### config.mk
export PLATFORM = sky130hd
export DESIGN_NAME = regfile_bram
export DESIGN_NICKNAME = d
export VERILOG_FILES = /design/src/rtl/regfile_bram.sv
export SDC_FILE = /design/constraint.sdc
export NUM_CORES = 1
export LEC_CHECK = 0
export ABC_AREA = 1
export BUFFER_PORTS_ARGS = -buffer_cell sky130_fd_sc_hd__buf_2
export CORE_ASPECT_RATIO = 0.6
export CORE_MARGIN = 2
export CORE_UTILIZATION = 45
export DETAILED_ROUTE_END_ITERATION = 10
export GPL_TIMING_DRIVEN = 0
export MAX_ROUTING_LAYER = met4
export SETUP_SLACK_MARGIN = 0.5
export SLEW_MARGIN = 30
export SYNTH_ARGS = -nofsm -noshare
export SYNTH_HDL_FRONTEND = slang
export SYNTH_SLANG_ARGS = --single-unit
### constraint.sdc
create_clock -name clk -period 6.3 [get_ports clk]
set_clock_uncertainty 0.15 [all_clocks]
set_input_delay 1.26 -clock clk [delete_from_list [all_inputs] [get_ports clk]]
set_output_delay 1.26 -clock clk [all_outputs]
set_load 0.1 [all_outputs]
### src/rtl/regfile_bram.sv
// Dual-read, byte-or-pair-write register file held in block RAM pair-words.
// Write-first forwarding through a one-entry bypass; a clear sequencer zeroes the RAM after reset.
module regfile_bram #(
  parameter int NREGS          = 32,
  parameter int WIDTH          = 8,
  parameter int CLEAR_ON_RESET = 1
) (
  input  logic                       clk,
  input  logic                       reset,
  input  logic [$clog2(NREGS)-1:0]   a,
  input  logic [$clog2(NREGS)-1:0]   b,
  output logic [2*WIDTH-1:0]         Ra,
  output logic [WIDTH-1:0]           Rb,
  input  logic                       write,
  input  logic                       write_word,
  input  logic [$clog2(NREGS)-1:0]   d,
  input  logic [2*WIDTH-1:0]         Rd,
  output logic                       ready,
  output logic                       err
);

  localparam int AW     = $clog2(NREGS);
  localparam int NWORDS = NREGS / 2;
  localparam int WW     = AW - 1;

  typedef enum logic [1:0] {ST_RESET, ST_CLEAR, ST_RUN} state_t;

  state_t              state;
  logic [WW-1:0]       cnt;

  logic [2*WIDTH-1:0]  mem_a [NWORDS];
  logic [2*WIDTH-1:0]  mem_b [NWORDS];
  logic [2*WIDTH-1:0]  ram_a_q, ram_b_q;

  logic                we, we_lo, we_hi, misaligned;
  logic [WW-1:0]       wr_word;
  logic [2*WIDTH-1:0]  wr_data;

  logic                bp_valid, bp_lo, bp_hi;
  logic [WW-1:0]       bp_word;
  logic [2*WIDTH-1:0]  bp_data;

  logic [WW-1:0]       a_word_q, b_word_q;
  logic                a_odd_q, b_odd_q;
  logic [WIDTH-1:0]    a_lo, a_hi, b_lo, b_hi;

  // Write port arbitration: the clear sequencer owns the RAM until RUN.
  // NOTE: every signal gets a default first so no path leaves it unassigned (no latch).
  always_comb begin
    we         = 1'b0;
    we_lo      = 1'b0;
    we_hi      = 1'b0;
    misaligned = 1'b0;
    wr_word    = '0;
    wr_data    = '0;
    if (reset) begin
      if (state == ST_CLEAR) begin
        we      = 1'b1;
        we_lo   = 1'b1;
        we_hi   = 1'b1;
        wr_word = cnt;
      end else if (state == ST_RUN && write) begin
        we         = 1'b1;
        wr_word    = d[AW-1:1];
        we_lo      = !d[0];
        we_hi      = d[0] || write_word;
        misaligned = write_word && d[0];
        wr_data    = {(write_word && !d[0]) ? Rd[2*WIDTH-1:WIDTH] : Rd[WIDTH-1:0],
                      Rd[WIDTH-1:0]};
      end
    end
  end

  // NOTE: block RAM contents cannot be reset; zeroing is done by the clear sequencer instead.
  always_ff @(posedge clk) begin
    if (we_lo) begin
      mem_a[wr_word][WIDTH-1:0] <= wr_data[WIDTH-1:0];
      mem_b[wr_word][WIDTH-1:0] <= wr_data[WIDTH-1:0];
    end
    if (we_hi) begin
      mem_a[wr_word][2*WIDTH-1:WIDTH] <= wr_data[2*WIDTH-1:WIDTH];
      mem_b[wr_word][2*WIDTH-1:WIDTH] <= wr_data[2*WIDTH-1:WIDTH];
    end
    ram_a_q  <= mem_a[a[AW-1:1]];
    ram_b_q  <= mem_b[b[AW-1:1]];
    a_word_q <= a[AW-1:1];
    a_odd_q  <= a[0];
    b_word_q <= b[AW-1:1];
    b_odd_q  <= b[0];
  end

  // NOTE: sequential state uses non-blocking assignments so all registers update together.
  always_ff @(posedge clk) begin
    if (!reset) begin
      state    <= ST_RESET;
      cnt      <= '0;
      ready    <= 1'b0;
      err      <= 1'b0;
      bp_valid <= 1'b0;
      bp_lo    <= 1'b0;
      bp_hi    <= 1'b0;
      bp_word  <= '0;
      bp_data  <= '0;
    end else begin
      err      <= misaligned;
      // Clear writes also pass through the bypass so a read on the last clear edge sees zero.
      bp_valid <= we;
      if (we) begin
        bp_lo   <= we_lo;
        bp_hi   <= we_hi;
        bp_word <= wr_word;
        bp_data <= wr_data;
      end
      case (state)
        ST_RESET: begin
          cnt <= '0;
          if (CLEAR_ON_RESET != 0) begin
            state <= ST_CLEAR;
          end else begin
            state <= ST_RUN;
            ready <= 1'b1;
          end
        end
        ST_CLEAR: begin
          cnt <= cnt + 1'b1;
          if (cnt == WW'(NWORDS - 1)) begin
            state <= ST_RUN;
            ready <= 1'b1;
          end
        end
        ST_RUN:  ;
        default: state <= ST_RESET;
      endcase
    end
  end

  assign a_lo = (bp_valid && bp_lo && bp_word == a_word_q) ? bp_data[WIDTH-1:0]       : ram_a_q[WIDTH-1:0];
  assign a_hi = (bp_valid && bp_hi && bp_word == a_word_q) ? bp_data[2*WIDTH-1:WIDTH] : ram_a_q[2*WIDTH-1:WIDTH];
  assign b_lo = (bp_valid && bp_lo && bp_word == b_word_q) ? bp_data[WIDTH-1:0]       : ram_b_q[WIDTH-1:0];
  assign b_hi = (bp_valid && bp_hi && bp_word == b_word_q) ? bp_data[2*WIDTH-1:WIDTH] : ram_b_q[2*WIDTH-1:WIDTH];

  always_comb begin
    Ra = '0;
    Rb = '0;
    if (state == ST_RUN) begin
      Ra = a_odd_q ? {{WIDTH{1'b0}}, a_hi} : {a_hi, a_lo};
      Rb = b_odd_q ? b_hi : b_lo;
    end
  end

endmodule

# Word level (Yosys, flattened, before mapping)
# Memories as Yosys holds them, arrays and structs flattened. A register that Yosys moved wholly into a read port is not among the register bits.
# Index checks and enable logic that the tools add are counted.
dict set report classes {
  addsub 1
  eq_ne 6
  muxes 31
  n_bitwise 3
  n_reduce_logical 16
}
# cell count
set op_table {}
lappend op_table {{$mux W16} 5}
lappend op_table {{$mux W8} 7}
lappend op_table {{$mux W1} 13}
lappend op_table {{$mux W4} 3}
lappend op_table {{$logic_and A1 B1 Y1} 9}
lappend op_table {{$eq A4 B4 Y1} 2}
lappend op_table {{$pmux W4 S2} 1}
lappend op_table {{$pmux W2 S3} 1}
lappend op_table {{$add A4 B1 Y4 const B} 1}
lappend op_table {{$eq A4 B4 Y1 const B} 1}
lappend op_table {{$reduce_and A2 Y1} 2}
lappend op_table {{$not A1 Y1} 3}
lappend op_table {{$reduce_or A3 Y1} 1}
lappend op_table {{$eq A2 B1 Y1 const B} 1}
lappend op_table {{$eq A2 B2 Y1 const B} 1}
lappend op_table {{$logic_not A2 Y1} 1}
lappend op_table {{$mux W2} 1}
lappend op_table {{$ne A2 B1 Y1 const B} 1}
lappend op_table {{$reduce_bool A2 Y1} 1}
lappend op_table {{$logic_not A1 Y1} 1}
lappend op_table {{$logic_or A1 B1 Y1} 1}
dict set report totals {
  ff_bits 41
  ramBits 512
  word_cells 72
  memories 2
}
# memory words width rd rd_clocked_by_memory_dff wr line_no
set memory_table {}
lappend memory_table {mem_a 16 16 1 1 1 31} ;# logic [2*WIDTH-1:0] mem_a [NWORDS];
lappend memory_table {mem_b 16 16 1 1 1 32} ;# logic [2*WIDTH-1:0] mem_b [NWORDS];

# Logic depth before layout (Yosys ltp)
# Gate-level depths: netlist (run 1).
dict set report logic_depth {
  word_depth 7
  depth_mapped 10
}

# Worst setup path after synthesis (run 1)
# OpenSTA, ideal clock, no wires.
dict set report synth_path {
  path_kind {flip-flop to output port}
  startpoint {register bp_word[1]}
  endpoint {output Rb[0]}
  arrival_time_ps 2621
  t_required_ps 4890
  setup_slack_ps 2269
  path_stages_with_launch 9
  path_cell_list {dfxtp_1 > inv_1 > nand2_1 > nand2_1 > nor2_2 > nand3_1 > nand2_1 > nand3_1 > a21oi_1}
}
dict set report synth_via {
  elab_chain_len 5
  word_cells_on_any_way 7
}
# element line_no
set synth_lines {}
lappend synth_lines {{start, declared} 40} ;# logic [WW-1:0] bp_word;
lappend synth_lines {{start signal, assigned} 111} ;# bp_word <= wr_word;
lappend synth_lines {{$eq A4 B4 Y1 *} {139, 140}}
lappend synth_lines {{$logic_and A1 B1 Y1 (on tied branches)} {139, 140}}
lappend synth_lines {{$mux W8 (on tied branches)} {139, 140}}
lappend synth_lines {{$mux W8 *} 147} ;# Rb = b_odd_q ? b_hi : b_lo;
lappend synth_lines {{$mux W8 *} 145} ;# if (state == ST_RUN) begin
lappend synth_lines {{end, declared} 13} ;# output logic [WIDTH-1:0] Rb,
# Every way passes the cells marked *; elsewhere a longest branch is shown, timed or not.

# Worst setup path in the final report (run 1)
dict set report layout_path {
  startpoint {register state[1]}
  endpoint {output Ra[0]}
}
dict set report layout_via {
  elab_chain_len 2
}
# element line_no
set layout_lines {}
lappend layout_lines {{start, declared} 28} ;# state_t state;
lappend layout_lines {{start signal, assigned} 95} ;# state <= ST_RESET;
lappend layout_lines {{start signal, assigned} 118} ;# state <= ST_CLEAR;
lappend layout_lines {{start signal, assigned} 120} ;# state <= ST_RUN;
lappend layout_lines {{$eq A2 B2 Y1} 145}
lappend layout_lines {{$mux W16} 145}
lappend layout_lines {{end, declared} 12} ;# output logic [2*WIDTH-1:0] Ra,
# Every way passes these cells.

==> impl.org, run 1 <==
** Synth
- After synthesis, the cell types taking the most area are edfxtp_1 48%, dfxtp_1 9.2%, nand3_1 7.3%, nand2_1 6.4%, o211ai_1 6.4%.
- Number of synthesized flops with an enable pin :: 256
- Dominant cell by count in the synthesized netlist :: nand2_1
- For this run, the register share of the synthesized area comes to 0.5771.
- Total of flip-flops plus latches after synthesis :: 329
- By count the netlist is led by 272 x nand2_1, 256 x edfxtp_1, 230 x nand3_1.
- Distinct cell type count of the synthesized netlist :: 38
- Avg Synthesized Cell Area :: 9.244 µm²
- During synthesis, Yosys emitted a total of 0 warnings.
- When the netlist entered floorplanning its net count stood at 1751.
- Synth Instances :: 1715
- Syn Std Cell Area :: 15850 µm²
- Synth top area share :: 0.4849
- Synth area leader :: edfxtp_1
- Counting flops with an async set or reset pin after synthesis yields a share of 0.
- Synth Flop Type :: edfxtp_1

** Clock tree
- Buffers inserted during clock tree synthesis total 35.
- Post-cts repair resize count :: 0
- Clock-pin slew was measured on the worst setup and hold paths at 0.07 ns.
- Clock root buffer :: clkbuf_16
- The clock passes through at most 3 buffers.
- CTS tree :: done
- Clock latency on the worst-skew pair, taken at its later pin, is 0.55 ns.
- # Post-CTS Setup Buffers :: 0
- Clock sink count :: 329
- The H-tree generated during clock tree synthesis spans 2 levels.
- For this design, the CTS-stage hold fixing added 0 buffers.

** Route
- DR DRC count :: 0
- The count of nets left with antenna violations once routing finished came out at 0.
- Dividing the detail-routed wire length by the instance count gives 31.54 µm.
- Sum of routed wire length over all layers :: 73200 µm
- Via Count :: 14730
- Dividing the detail-routed via count by the number of cells gives 6.348.
- The pre-antenna-repair detailed-routing pass consisted of 6 iterations.
- For this block, the initial DRC count from the detailed router was 2330.

** Setup path
- Data on the critical path is required at its endpoint by 4.89 ns.
- STA classifies the critical path startpoint as a flop.
- Highest fanout seen on the critical path :: 10
- Worst setup EP type :: primary output
- The worst setup path is of the flop to primary output kind.
- STA puts the critical path data arrival time at 3.18 ns.

** STA
- Slew headroom :: 0.2372
- Final setup TNS :: 0 ns
- The worst path needs 4.587 ns of the cycle, external delays included.
- The number of pins with negative max-slew slack in the final report came to 0.
- Achievable clock frequency :: 0.2180 GHz
- The number of hold-slack violations in the final timing report is 0.
- Final worst path period share :: 0.7280
- Actual slew at the worst max-slew pin :: 1.144 ns
- Setup violations remaining at the end of the flow were counted as 0.
- Setup repair after global routing left no endpoint under its margin.

** Global route
- Number of antenna violations at the first check in global routing :: 7
- Combined global-route utilization of all metal layers :: 0.4121
- The number of global-route vias before repair came to 13460.
- The first global-routing pass estimated 100500 µm of wire.
- Leftover overflow at the end of global routing :: 0
- Entering global routing, the biggest net connects 18 pins.

** Die
- The die covers 36800 µm².
- Height of the die :: 149.4 µm
- After floorplanning, the core was sized to cover 34880 µm².
- 61 I/O pins were placed.
- Count of standard-cell rows :: 53
- From left edge to right edge, the die measures 246.3 µm.
- For this configuration, the core starts out at a cell density of 0.4545.

** Power and ir drop
- For this design the static power due to leakage is 7.263 nW.
- P per Cell Area :: 279.0 nW/µm²
- VDD sags by at most 0.0002108 V.

** Outcome
- The run finished with clean final reports.

** Placement
- The placed instances occupy a cell area of 17020 µm².
- Routability-driven placement finished with a final weighted congestion of 1.042.
- The count of buffers added on input and output ports is 60.
- HPWL after detailed placement :: 52490 µm

** Finish
- Compared with the post-synthesis result, the final layout area differs by 14.96%.
- Total of fill cells in the finished design :: 3292
- Fraction of layout instances using a drive strength above 1 :: 0.1237
- Final #Nets :: 1862
- Final Cell Area :: 18220 µm²

** Flow run
- The tool flagged a number of max-cap violations equal to 0.

** Min path
- Worst min path class :: flop to flop
-- final timing paths --
path                         start                     to  slack (ns)  cells past startpoint
min             ready$_SDFFE_PN0P_     ready$_SDFFE_PN0P_        0.30                      2
min reg2reg     ready$_SDFFE_PN0P_     ready$_SDFFE_PN0P_        0.30                      2
max reg2reg  state[1]$_SDFFE_PN0P_  mem_b[2][6]$_DFFE_PP_        3.28                      9
max          state[1]$_SDFFE_PN0P_                  Ra[0]        1.71                      8
-- worst max-delay path: stages, from the launching register on --
cell,delay (ns)
dfxtp_1,0.43
inv_2,0.09
nor2_2,0.21
inv_1,0.10
clkbuf_1,0.34
nor2_1,0.71
o211ai_1,0.20
nand2_1,0.11
buf_2,0.42
-- flip-flops by register name, summed over array words and instances (netlist names), 2 cells and up --
name,count
bp_word,4
a_word_q,4
ram_b_q,16
mem_a,88
bp_data,16
b_word_q,4
mem_b,168
ram_a_q,16
state,2
cnt,4
-- power breakdown --
| group | total, mW | switching, mW | internal, mW |
|---|---|---|---|
| clock | 2.20 | 0.918 | 1.28 |
| combinational | 0.528 | 0.403 | 0.124 |
| sequential | 2.36 | 0.0182 | 2.34 |
-- metrics by stage --
stage | hold WS [ns] | cells | setup WS [ns] | util | power [mW]
3_3_place_gp | 0.2910 | 2242 | 1.745 | 0.4798 | 2.889
6_report | 0.2977 | 2321 | 1.714 | 0.5225 | 5.084
4_1_cts | 0.2985 | 2319 | 1.783 | 0.5220 | 5.036
3_5_place_dp | 0.2883 | 2256 | 2.360 | 0.4879 | 2.897
5_1_grt | 0.3229 | 2321 | 1.572 | 0.5225 | 5.181
2_1_floorplan | 0.2948 | 1715 | 2.269 | - | 2.662
-- layout by cell type (no fill, tap or decap), types with 4 or more instances in the layout --
cell type	count
nand2_1	272
edfxtp_1	256
nand3_1	230
inv_1	218
a21oi_1	145
o21ai_0	137
o211ai_1	136
buf_2	81
clkbuf_1	76
dfxtp_1	73
clkbuf_16	38
nor2_2	27
nor2_1	20
buf_1	17
nand4_1	16
nor3_2	14
buf_4	8
o31ai_1	8
a31o_2	8
clkinv_1	7
buf_6	7
inv_2	6
clkinv_2	6
clkbuf_2	5
clkbuf_8	5
xor2_1	4
-- cell type report --
| class | instances | area, µm² | area share |
|---|---|---|---|
| clock inverter | 15 | 151.4 | 0.008308 |
| antenna | 2 | 5.005 | 0.0002746 |
| multi-input combinational | 1040 | 5493 | 0.3014 |
| tap | 467 | 584.3 | 0.03206 |
| sequential | 329 | 9149 | 0.5020 |
| clock buffer | 48 | 1039 | 0.05699 |
| inverter | 228 | 858.3 | 0.04710 |
| buffer | 118 | 505.5 | 0.02774 |
| timing repair buffer | 74 | 439.2 | 0.02410 |
-- cells by family after synthesis --
| kind of cell | count (synthesis) | share of synthesized area |
|---|---|---|
| compound gates | 443 | 0.1677 |
| xor+xnor | 4 | 0.002210 |
| fa+ha+maj | 1 | 0.0007891 |
| buf+inv | 346 | 0.08548 |
| flops | 329 | 0.5771 |
| simple gates | 592 | 0.1667 |
-- metal layers --
metal,global-route usage,part of all wire
met5,-,0
met4,0.1482,0.037
met3,0.1644,0.16
met2,0.5153,0.38
met1,0.5898,0.42
No activity file was read; power rests on OpenSTA's default activity.
==> inputs of run 2 (changes only) <==
Settings changed: ABC_AREA 1 to 0.
Clock period 6.3 ns to 4.2 ns, I/O delays scaled along.
==> impl.org, run 2 <==
** Outcome
- Result of the run: complete, no violations (unchanged).

** Clock tree
- Total CTS buffers :: 31 (was 35)
- Clock root buffer :: clkbuf_16 (unchanged)
- The maximum clock path buffer count is 3 (unchanged).
- Depth of the CTS H-tree :: 1 (was 2)
- The TritonCTS sink count was 329 (unchanged).
- CTS tree :: done (unchanged)
- Worst-skew pair later-pin latency :: 0.57 ns (was 0.55 ns)
- Clock Pin Slew Worst Setup and Hold Paths :: 0.06 ns (was 0.07 ns)

** Die
- Full die area :: 34750 µm² (was 36800 µm²)
- Height of the die :: 145.2 µm (was 149.4 µm)
- The horizontal die dimension is 239.3 µm (was 246.3 µm).
- Initial cell density of the core :: 0.4595 (was 0.4545)
- Floorplan core area :: 32540 µm² (was 34880 µm²)
- Count of standard-cell rows :: 51 (was 53)
- Top-level port count :: 61 (unchanged)

** STA
- Static timing analysis puts the maximum clock frequency at 0.2738 GHz.
- The final setup slack of the worst path came to 0.5477 ns (was 1.714 ns).
- Final worst path period share :: 0.8696
- Setup repair after global routing missed its margin :: false (unchanged)
- Max-slew violation count :: 0 (unchanged)
- The number of hold-slack violations in the final timing report is 0 (unchanged).
- Time the final worst path needs with I/O delays and setup :: 3.652 ns
- Final count of negative-setup-slack endpoints :: 0 (unchanged)
- Actual slew at the worst max-slew pin :: 1.037 ns (was 1.144 ns)
- Final setup TNS :: 0 ns (unchanged)
- Slew headroom :: 0.3089 (was 0.2372)

** Synth
- Cell types with the largest area share after synthesis: edfxtp_1 51%, mux4_1 15%, mux4_2 11%, dfxtp_1 9.8%, mux2i_1 2.7% (was edfxtp_1 48%, dfxtp_1 9.2%, nand3_1 7.3%, nand2_1 6.4%, o211ai_1 6.4%).
- The primary flip-flop cell chosen by synthesis mapping is edfxtp_1 (unchanged).
- Synth top cells by count: 256 x edfxtp_1, 84 x mux4_1, 75 x mux4_2 (was 272 x nand2_1, 256 x edfxtp_1, 230 x nand3_1).
- The net count of the mapped netlist was 803 (was 1751).
- The share of synthesized flip-flops with an asynchronous set or reset was 0 (unchanged).
- The total of flip-flops plus latches after synthesis came to 329 (unchanged).
- Syn Std Cell Area :: 14950 µm² (was 15850 µm²)
- The count of synthesis-stage warnings from yosys was 0 (unchanged).
- The share of synthesized area occupied by flip-flops and latches is 0.6118 (was 0.5771).
- The cell count after synthesis came to 767 (was 1715).
- Distinct cell type count of the synthesized netlist :: 42 (was 38)
- The dominant cell by count in the synthesized netlist was edfxtp_1 (was nand2_1).
- The library cell occupying the most area in the post-synthesis netlist was edfxtp_1 (unchanged).
- Avg Synthesized Cell Area :: 19.50 µm² (was 9.244 µm²)
- Synth top area share :: 0.5141 (was 0.4849)
- The number of enable-type register cells in the synthesized netlist came to 256 (unchanged).

** Placement
- HPWL after detailed placement :: 31410 µm (was 52490 µm)
- Cell area after placement :: 15900 µm² (was 17020 µm²)
- The worst slack at placement came to 0.5821 ns (was 2.360 ns).
- The number of input and output port buffers inserted is 60 (unchanged).
- The final estimated routing congestion in global placement was 0.8702 (was 1.042).

** Route
- Routed vias/inst :: 6.459 (was 6.348)
- DR DRC count :: 0 (unchanged)
- The violation count after the first detailed-route iteration came to 1189 (was 2330).
- Via Count :: 8520 (was 14730)
- The total length of routed wires is 43370 µm (was 73200 µm).
- The number of detailed-route iterations in the first pass is 5 (was 6).
- Average detailed-routed wire length per instance :: 32.88 µm (was 31.54 µm)
- Final ANT Viol Nets :: 0 (unchanged)

** Finish
- Top register by number of flip-flops :: mem_b (unchanged)
- The total of fill cells in the finished design was 2559 (was 3292).
- Leading registers by flop count: mem_b: 168 flops, mem_a: 88 flops (unchanged).
- Number of flip-flops in the largest register :: 168 (unchanged)
- The most common cell after layout, fill and taps aside is edfxtp_1 (was nand2_1).
- The total area of sequential cells is 9149 µm² (unchanged).
- Total area of multi-input combinational cells :: 5544 µm² (was 5493 µm²)
- Fraction of layout instances using a drive strength above 1 :: 0.2953 (was 0.1237)
- Final #Nets :: 906 (was 1862)
- The final instance area is 17120 µm² (was 18220 µm²).
- Area growth from synthesis to layout :: 14.52% (was 14.96%)
- Most frequent cells in the layout :: 256 x edfxtp_1, 84 x mux4_1, 75 x mux4_2 (was 272 x nand2_1, 256 x edfxtp_1, 230 x nand3_1)

** Setup path
- Critical path class :: flop to primary output (unchanged)
- The maximum fanout count along the critical path came to 3 (was 10).
- The critical path endpoint category is a primary output (unchanged).
- Nature of the critical path startpoint :: flop (unchanged)
- The required arrival time at the worst endpoint is 3.21 ns (was 4.89 ns).
- The data arrival at the endpoint of the critical path is 2.66 ns (was 3.18 ns).

** Global route
- The remaining global-route overflow was 0 (unchanged).
- Combined global-route utilization of all metal layers :: 0.2593 (was 0.4121)
- The number of global-route vias before repair was 8431 (was 13460).
- The first-pass GRT wire length came to 60570 µm (was 100500 µm).
- Largest net degree at the start of global routing :: 18 (unchanged)
- The initial antenna violation count came to 4 (was 7).

** Power and ir drop
- P per Cell Area :: 395.2 nW/µm² (was 279.0 nW/µm²)
- The total leakage power was 5.928 nW (was 7.263 nW).
- The maximum ir drop on the vdd rail came to 0.0002692 V (was 0.0002108 V).

** Min path
- Worst min path class :: input port to flop (was flop to flop)

** Flow run
- The max-capacitance violation count was 0 (unchanged).
[run 2: cell families (layout without fill, tap and decap cells)]
| family | after synthesis | in the layout | synth area share |
|---|---|---|---|
| DFF | 329 | 329 | 0.6118 |
| muxes | 201 | 201 | 0.2897 |
| and+or+nand+nor | 121 | 121 | 0.04050 |
| AOI/OAI and AO/OA | 56 | 56 | 0.02535 |
| buffers and inverters | 51 | 178 | 0.02711 |
| xor gates and xnor gates | 8 | 8 | 0.004686 |
| adders and majority gates | 1 | 1 | 0.0008366 |
| other | 0 | 1 | 0 |
[run 2: metal layers]
layer / share of wire / GRT usage / up-vias
met5: 0 / - / -
met4: 0.013 / 0.05000 / 0
met1: 0.44 / 0.3841 / 4505
met2: 0.41 / 0.3388 / 473
li1: - / - / 3487
met3: 0.13 / 0.1016 / 55
[run 2: path summary, 6_finish.rpt]
check                     startpoint  depth (start not counted)                      to  slack (ns)
max reg2reg    state[0]$_SDFFE_PN0P_                          5  mem_b[10][4]$_DFFE_PP_        1.02
min reg2reg       ready$_SDFFE_PN0P_                          1      ready$_SDFFE_PN0P_        0.32
min                             b[0]                          1         b_odd_q$_DFF_P_        0.22
max          bp_word[0]$_SDFFE_PN0P_                          6                   Rb[7]        0.55
[run 2: timing repair]
| action | in CTS | in global routing |
|---|---|---|
| pin swaps | 4 | 0 |
| setup endpoints to repair | 24 | 14 |
| hold buffers | 0 | 0 |
| gates resized for setup | 11 | 11 |
| setup buffers | 4 | 2 |
[run 2: per-stage QoR]
step / hold WS, ns / utilization / power [mW] / std cells
after floorplan: 0.2938 / - / 3.834 / 767
after global placement: 0.2989 / 0.4850 / 3.961 / 1251
after detailed placement: 0.3099 / 0.4885 / 3.972 / 1255
after CTS: 0.2084 / 0.5238 / 6.770 / 1316
after global routing: 0.2112 / 0.5261 / 6.927 / 1318
final: 0.2235 / 0.5262 / 6.767 / 1319
[run 2: critical path: stages, from the launching register on]
cell	delay, ns
dfxtp_1	0.43
xnor2_1	0.15
nand4_1	0.26
nor2_4	0.27
mux2i_1	0.44
o22ai_1	0.21
buf_2	0.34
[run 2: area by class of cell]
| cell class | instances | area share |
|---|---|---|
| diodes | 1 | 0.0001461 |
| plain buffers | 49 | 0.02331 |
| clock buffers | 43 | 0.05327 |
| clock inverters | 14 | 0.006795 |
| inverters | 2 | 0.0004384 |
| multi-input cells | 387 | 0.3238 |
| flip-flops and latches | 329 | 0.5343 |
| well taps | 424 | 0.03098 |
| repair buffers | 70 | 0.02703 |
[run 2: report_power, final]
part / internal (mW) / total [mW] / switching, mW
sequential: 3.50 / 3.52 / 0.0180
combinational: 0.179 / 0.389 / 0.210
clock: 1.63 / 2.86 / 1.23
